--- src/rtl/mem_bus_arbiter.sv ---
`default_nettype none
// ============================================================================
// Module      : mem_bus_arbiter
// Description : Shares one backing-memory port between Icache line refills
//               and Dcache line refills / write-backs. Whole-line bursts are
//               serialised. Round-robin arbitration; Dcache wins the first tie.
// Ports       : clk, rst_n                 - clock, async active-low reset
//               i_req_i/i_addr_i           - Icache refill request
//               i_rdata_o/i_rvalid_o       - Icache refill beat data/strobe
//               i_done_o                   - Icache burst complete pulse
//               d_req_i/d_we_i/d_addr_i    - Dcache request, write flag, addr
//               d_wdata_i/d_beat_o         - write-back word for beat index
//               d_rdata_o/d_rvalid_o       - Dcache refill beat data/strobe
//               d_done_o                   - Dcache burst complete pulse
//               mem_*                      - memory beat port
// Revision    : 1.0 - initial release
// ============================================================================
module mem_bus_arbiter #(
  parameter int LINE_WORDS = 4,
  parameter int ADDR_W     = 32,
  parameter int DATA_W     = 32
) (
  input  logic                          clk,
  input  logic                          rst_n,
  input  logic                          i_req_i,
  input  logic [ADDR_W-1:0]             i_addr_i,
  output logic [DATA_W-1:0]             i_rdata_o,
  output logic                          i_rvalid_o,
  output logic                          i_done_o,
  input  logic                          d_req_i,
  input  logic                          d_we_i,
  input  logic [ADDR_W-1:0]             d_addr_i,
  input  logic [DATA_W-1:0]             d_wdata_i,
  output logic [$clog2(LINE_WORDS)-1:0] d_beat_o,
  output logic [DATA_W-1:0]             d_rdata_o,
  output logic                          d_rvalid_o,
  output logic                          d_done_o,
  output logic                          mem_req_o,
  output logic                          mem_we_o,
  output logic [ADDR_W-1:0]             mem_addr_o,
  output logic [DATA_W-1:0]             mem_wdata_o,
  input  logic [DATA_W-1:0]             mem_rdata_i,
  input  logic                          mem_ready_i
);

  localparam int BEAT_W  = $clog2(LINE_WORDS);
  localparam int BYTE_SH = $clog2(DATA_W / 8);
  localparam int LINE_SH = BEAT_W + BYTE_SH;

  localparam logic [BEAT_W-1:0] LAST_BEAT = BEAT_W'(LINE_WORDS - 1);
  // Clears the in-line offset bits so bursts always start at word 0.
  localparam logic [ADDR_W-1:0] LINE_MASK =
    ~((ADDR_W'(1) << LINE_SH) - ADDR_W'(1));

  localparam logic [2:0] S_IDLE = 3'd0;
  localparam logic [2:0] S_I_RD = 3'd1;
  localparam logic [2:0] S_D_RD = 3'd2;
  localparam logic [2:0] S_D_WR = 3'd3;
  localparam logic [2:0] S_DONE = 3'd4;

  logic [2:0]        state_q, state_d;
  logic [BEAT_W-1:0] beat_q, beat_d;
  logic [ADDR_W-1:0] base_q, base_d;
  // 1 = Dcache received the most recent grant (round-robin pointer).
  logic              last_d_q, last_d_d;
  // 1 = Dcache owns the current (or just-finished) burst.
  logic              owner_d_q, owner_d_d;

  logic              w_d_wins;
  logic              w_burst;

  // Dcache takes the port if it is alone, or on a tie when Icache was last.
  assign w_d_wins = d_req_i & (~i_req_i | ~last_d_q);
  assign w_burst  = (state_q == S_I_RD) | (state_q == S_D_RD) |
                    (state_q == S_D_WR);

  // --------------------------------------------------------------------------
  // State register
  // --------------------------------------------------------------------------
  always_ff @(posedge clk or negedge rst_n) begin
    if (!rst_n) begin
      state_q   <= S_IDLE;
      beat_q    <= '0;
      base_q    <= '0;
      last_d_q  <= 1'b0;
      owner_d_q <= 1'b0;
    end else begin
      state_q   <= state_d;
      beat_q    <= beat_d;
      base_q    <= base_d;
      last_d_q  <= last_d_d;
      owner_d_q <= owner_d_d;
    end
  end

  // --------------------------------------------------------------------------
  // Next-state logic
  // --------------------------------------------------------------------------
  always_comb begin
    state_d   = state_q;
    beat_d    = beat_q;
    base_d    = base_q;
    last_d_d  = last_d_q;
    owner_d_d = owner_d_q;
    case (state_q)
      S_IDLE: begin
        if (w_d_wins) begin
          state_d   = d_we_i ? S_D_WR : S_D_RD;
          base_d    = d_addr_i & LINE_MASK;
          last_d_d  = 1'b1;
          owner_d_d = 1'b1;
          beat_d    = '0;
        end else if (i_req_i) begin
          state_d   = S_I_RD;
          base_d    = i_addr_i & LINE_MASK;
          last_d_d  = 1'b0;
          owner_d_d = 1'b0;
          beat_d    = '0;
        end
      end
      S_I_RD, S_D_RD, S_D_WR: begin
        // Without ready the beat is a wait state and everything holds.
        if (mem_ready_i) begin
          if (beat_q == LAST_BEAT) begin
            state_d = S_DONE;
            beat_d  = '0;
          end else begin
            beat_d = beat_q + BEAT_W'(1);
          end
        end
      end
      S_DONE: begin
        state_d = S_IDLE;
      end
      default: begin
        state_d = S_IDLE;
        beat_d  = '0;
      end
    endcase
  end

  // --------------------------------------------------------------------------
  // Output logic
  // --------------------------------------------------------------------------
  always_comb begin
    mem_req_o   = w_burst;
    mem_we_o    = (state_q == S_D_WR);
    mem_addr_o  = w_burst ? (base_q | (ADDR_W'(beat_q) << BYTE_SH)) : '0;
    mem_wdata_o = d_wdata_i;
    d_beat_o    = ((state_q == S_D_RD) | (state_q == S_D_WR)) ? beat_q : '0;
    i_rvalid_o  = (state_q == S_I_RD) & mem_ready_i;
    d_rvalid_o  = (state_q == S_D_RD) & mem_ready_i;
    i_rdata_o   = (state_q == S_I_RD) ? mem_rdata_i : '0;
    d_rdata_o   = (state_q == S_D_RD) ? mem_rdata_i : '0;
    i_done_o    = (state_q == S_DONE) & ~owner_d_q;
    d_done_o    = (state_q == S_DONE) & owner_d_q;
  end

endmodule
`default_nettype wire

--- config.mk ---
export PLATFORM = sky130hd
export DESIGN_NAME = mem_bus_arbiter
export DESIGN_NICKNAME = d
export VERILOG_FILES = /design/src/rtl/mem_bus_arbiter.sv
export SDC_FILE = /design/constraint.sdc
export NUM_CORES = 1
export LEC_CHECK = 0
export CORE_AREA = 2 2 103 105
export CTS_CLUSTER_DIAMETER = 80
export DETAILED_ROUTE_END_ITERATION = 6
export DIE_AREA = 0 0 105 107
export GPL_ROUTABILITY_DRIVEN = 0
export PLACE_DENSITY = 0.77
export SYNTH_ARGS = -nofsm -noshare
export SYNTH_HDL_FRONTEND = slang
export SYNTH_SLANG_ARGS = --single-unit
--- constraint.sdc ---
create_clock -name clk -period 1.2 [get_ports clk]
set_input_delay 0.18 -clock clk [delete_from_list [all_inputs] [get_ports clk]]
set_output_delay 0.18 -clock clk [all_outputs]
set_load 0.01 [all_outputs]
Yosys cells after proc, flatten, opt, wreduce, memory -nomap -nowiden

Index checks and enable logic that the tools add are counted.

Bitwise logic cells: 13
Equal/unequal tests: 8
Shift-type cells: 0
Muxes and demuxes: 19
$mul: 0
Reductions and logical operators: 6
Divide/modulo/power cells: 0
Order comparisons: 0
$add $sub $neg: 1

Operators by type and width:

| operator              | count |
|---|---|
| $mux W32              | 5 |
| $or A32 B4 Y32        | 1 |
| $mux W3               | 4 |
| $mux W2               | 5 |
| $eq A3 B2 Y1 const B  | 2 |
| $pmux W2 S3           | 1 |
| $pmux W3 S2           | 1 |
| $reduce_and A3 Y1     | 2 |
| $and A1 B1 Y1         | 5 |
| $ne A2 B2 Y1 const B  | 2 |
| $or A1 B1 Y1          | 4 |
| $eq A3 B1 Y1 const B  | 1 |
| $eq A3 B3 Y1 const B  | 1 |
| $logic_not A3 Y1      | 1 |
| $mux W1               | 3 |
| $ne A3 B3 Y1 const B  | 1 |
| $not A1 Y1            | 3 |
| $reduce_or A3 Y1      | 1 |
| $add A2 B1 Y2 const B | 1 |
| $eq A2 B2 Y1 const B  | 1 |
| $reduce_and A2 Y1     | 1 |
| $reduce_bool A2 Y1    | 1 |

Memories: 0
Bits in read-only memories: 0
Logic and storage cells: 51
Flip-flop bits (word level): 38
Output and inout bits: 136
Input port bits: 134
RAM bits: 0
Bits in latches: 0

Depth between registers and ports, before layout

Depth after elaboration: 5
Gate-level depth with buffers: 6
Mapped depth without buffers: 4

Least setup slack after synthesis

Ideal clock, no wire load.

Path type: register to output
Start: reg state_q[1]
End: out d_rdata_o[10]
Path buffers: 1
Cell stages (with the launch flop): 5
Path slack: -0.164 ns
Arrival time: 1.184 ns
Required time: 1.020 ns
Cells stage by stage: dfrtp_1 nor2b_1 and2b_1 buf_2 and2_1

Word-level cells in the longest chain between the ends: 2

Ends and longest elaborated chain:

| item                   | line | text |
|---|---|---|
| from (decl)            | 61   | `logic [2:0] state_q, state_d;` |
| from (signal assigned) | 88   | `state_q <= state_d;` |
| $eq A3 B2 Y1           | 154  | `d_rdata_o = (state_q == S_D_RD) ? mem_rdata_i : '0;` |
| $mux W32               | 154  |  |
| to (decl)              | 35   | `output logic [DATA_W-1:0] d_rdata_o,` |

Every way passes these cells.

Final worst setup path

Start: reg state_q[1]
End: out mem_addr_o[19]

Word-level cells in the longest chain between the ends: 4
Elaborated cells between the ends (all ways): 6
Those cells by class: eq/ne (3); mux (1); bitwise (2)

Ends and longest elaborated chain:

| item                                         | line | text |
|---|---|---|
| $eq A3 B1 Y1 or $eq A3 B2 Y1 (tied branches) | 74   | `assign w_burst = (state_q == S_I_RD) \| (state_q == S_D_RD) \|` |
| $or A1 B1 Y1                                 | 74   |  |
| $or A1 B1 Y1 (*)                             | 74   |  |
| $mux W32 (*)                                 | 148  | `mem_addr_o = w_burst ? (base_q \| (ADDR_W'(beat_q) << BYTE_SH)) : '0;` |
| to (decl)                                    | 40   | `output logic [ADDR_W-1:0] mem_addr_o,` |

Every way passes the cells marked *; elsewhere a longest branch is shown, timed or not.

==> flow_summary.ini <==
[worst_setup_path]
crit_required_ns = 1.02
crit_arrival_ns = 1.65
crit_start = state_q[1]
r2r_cells = 7
r2r_end = base_q[7]
critPathLaunchType = register
crit_end = mem_addr_o[19]
r2r_setup_slack_ns = -0.38
r2r-start = state_q[1]
crit_type = register to output port
crit_fanout = 6
cp-end-kind = output port

[cts]
clk-insertion-delay-late_ns = 0.28
tritoncts = yes
cts_buffers = 5
clock-root-buffer = clkbuf_8
cts_sinks = 34
clk_pin_slew_ns = 0.07
htreeDepth = 2
cts_max_path_buffers = 2

[timing]
setup_ws_ns = -0.6251
rsz0062_at_grt = true
period_needed_ns = 1.825
min_period_over_period = 1.521
max_freq_ghz = 0.5479
report.final.slew_viol_count = 0
setup_viol = 135
finClkSkew_ns = 0.005085
hold_violations = 0
tns_ns = -67.14

[power]
power_w = 0.01518
ir_drop_v = 0.001318
power_density_mw_per_mm2 = 2567
internal_power_w = 0.009886
pwr-share-comb = 0.805
switching_share = 0.3489
clkPwrFrac = 0.055
seqPwrFrac = 0.140
leakage_nw = 2.602
power.switching_w = 0.005298

[final_layout]
nNetsFinal = 633
antenna_cells = 0
fillCellCount = 878
area_growth_pct = 119.6
multi_input_area_mm2 = 0.001844
seqCellArea_um2 = 854.6
final_layout_size_suffix_gt1_frac = 0.6318

[global_route]
gr-total-overflow = 0
grt_first_pass_wirelength_um = 18380
antenna_found_initial = 0
grt_use_total = 0.2095
grt_max_degree = 35
grt_pass1_vias = 3262

[synth]
ys_seq_area_frac = 0.3158
netlist_area_mm2 = 0.002694
synth_warnings = 0
synth_top_area_frac = 0.3158
synth_area_leader_cell = dfrtp_1
synthDistinctLibCells = 30
synth.area.top_cells = dfrtp_1 (32%), and2_1 (23%), a2bb2oi_2 (11%)
avgSynthCellArea_um2 = 9.655
synth_cells = 279
synth-seq-cells = 34

[floorplan]
die_y_um = 107
die_area_mm2 = 0.01124
die_w_um = 105
num_rows = 37
start_util = 0.2669
ios = 270
core_mm2 = 0.01009

[place]
io_buffers = 195
preCtsSetupSlack_ns = -0.5906
hpwl_um = 8203

[detailed_routing]
drt_iter0_drc = 91
avgViaCountPerCell = 4.798
drt-wirelength-per-cell_um = 19.61
first_pass_iters = 4
drcViolationCount = 0
vias = 3037
postRouteAntennaNets = 0
wl_um = 12410

[run_status]
status = complete, but fails checks
violations = negative setup slack

[job]
maxCapViolations = 0

[worst_hold_path]
worstHoldPathType = primary input to output port
-- power by group through the flow --
stage               logic, W  clock network (W)  registers [W]
finish                0.0122           0.000831        0.00213
detailed placement   0.00888                  0        0.00207
floorplan            0.00456                  0        0.00204
global route          0.0129           0.000914        0.00220
global placement     0.00868                  0        0.00208
CTS                   0.0108           0.000856        0.00209
-- cells by family after synthesis --
family                   Yosys count  synth area share
flip-flops                        34            0.3158
buffers and inverters             60            0.1482
adder cells (fa/ha/maj)            1          0.004644
other                              1          0.001392
AO/OA/AOI/OAI                     68            0.2610
AND/OR/NAND/NOR                  115            0.2689
-- worst min path at each step --
stage | start | to | cells after the start
CTS | d_wdata_i[1] | mem_wdata_o[1] | 0
detailed placement | rst_n | base_q[14] | 2
global route | d_wdata_i[15] | mem_wdata_o[15] | 0
global placement | rst_n | base_q[14] | 2
finish | d_wdata_i[5] | mem_wdata_o[5] | 0
floorplan | rst_n | base_q[10] | 0
-- layout by cell type (no fill, tap or decap), types with 2 or more instances in the layout --
master and count:
buf_2 28, nand2_1 2, a32o_1 2, and2_4 72, clkbuf_8 6, clkdlybuf4s50_1 92, conb_1 2, dfrtp_2 3
a2bb2oi_2 28, o32ai_1 15, buf_6 88, a21oi_2 3, buf_12 16, nor2_1 3, and2_1 27, buf_16 11
buf_4 32, o32ai_2 13, dfrtp_1 31
-- through the flow --
stage	hold WS, ns	utilization	instance area (um2)	std cells
global route	0.3600	0.5860	5914	633
finish	0.3600	0.5860	5914	633
global placement	0.1537	0.5017	5064	594
floorplan	-0.1156	-	2950	280
detailed placement	0.1559	0.5017	5064	594
CTS	0.3601	0.5567	5618	636
-- metal layers --
layer / global-route usage / up-vias / wire (um)
met4: 0.04286 / 0 / 122
li1: - / 1384 / -
met5: 0 / - / 0
met3: 0.07781 / 12 / 1090
met2: 0.3984 / 183 / 6701
met1: 0.2202 / 1458 / 4497
-- cell usage after synthesis (all sizes together) --
master,instances
nand2,3
nor2,4
clkbuf,5
o21a,1
nor2b,2
buf,53
a21oi,4
o2bb2ai,1
nor3b,1
ha,1
conb,1
o21bai,2
nand3b,1
nor4bb,1
a21bo,1
a32o,2
o32ai,28
nor3,1
and2b,1
dfrtp,34
and2,99
and3,1
inv,2
or3,1
a2bb2oi,28
a31oi,1
-- cell type report --
type | count | share of cell area
multi-input cells | 186 | 0.3118
inverters | 2 | 0.002116
clock buffers | 6 | 0.01396
flip-flops and latches | 34 | 0.1445
well taps | 136 | 0.02877
repair buffers | 269 | 0.4988
-- critical path, stage by stage, from the launching register on --
cell and delay (ns):
dfrtp_2 0.42, buf_6 0.13, o21bai_4 0.17, clkinv_4 0.17
clkbuf_16 0.20, and2_4 0.15, buf_6 0.11
-- flip-flops by register name (all words and copies together) (netlist names) --
signal	count
base_q	28
beat_q	2
owner_d_q	1
state_q	3
-- timing repair --
action                                  in CTS  in global routing
gates resized for setup                    486                 91
endpoints found under the hold margin       34                  0
cloned                                      15                  1
buffers inserted                            20                  6
pin swaps                                   22                 27
hold buffers                                 1                  0
endpoints found under the setup margin     135                135
(Power assumes the default switching activity.)
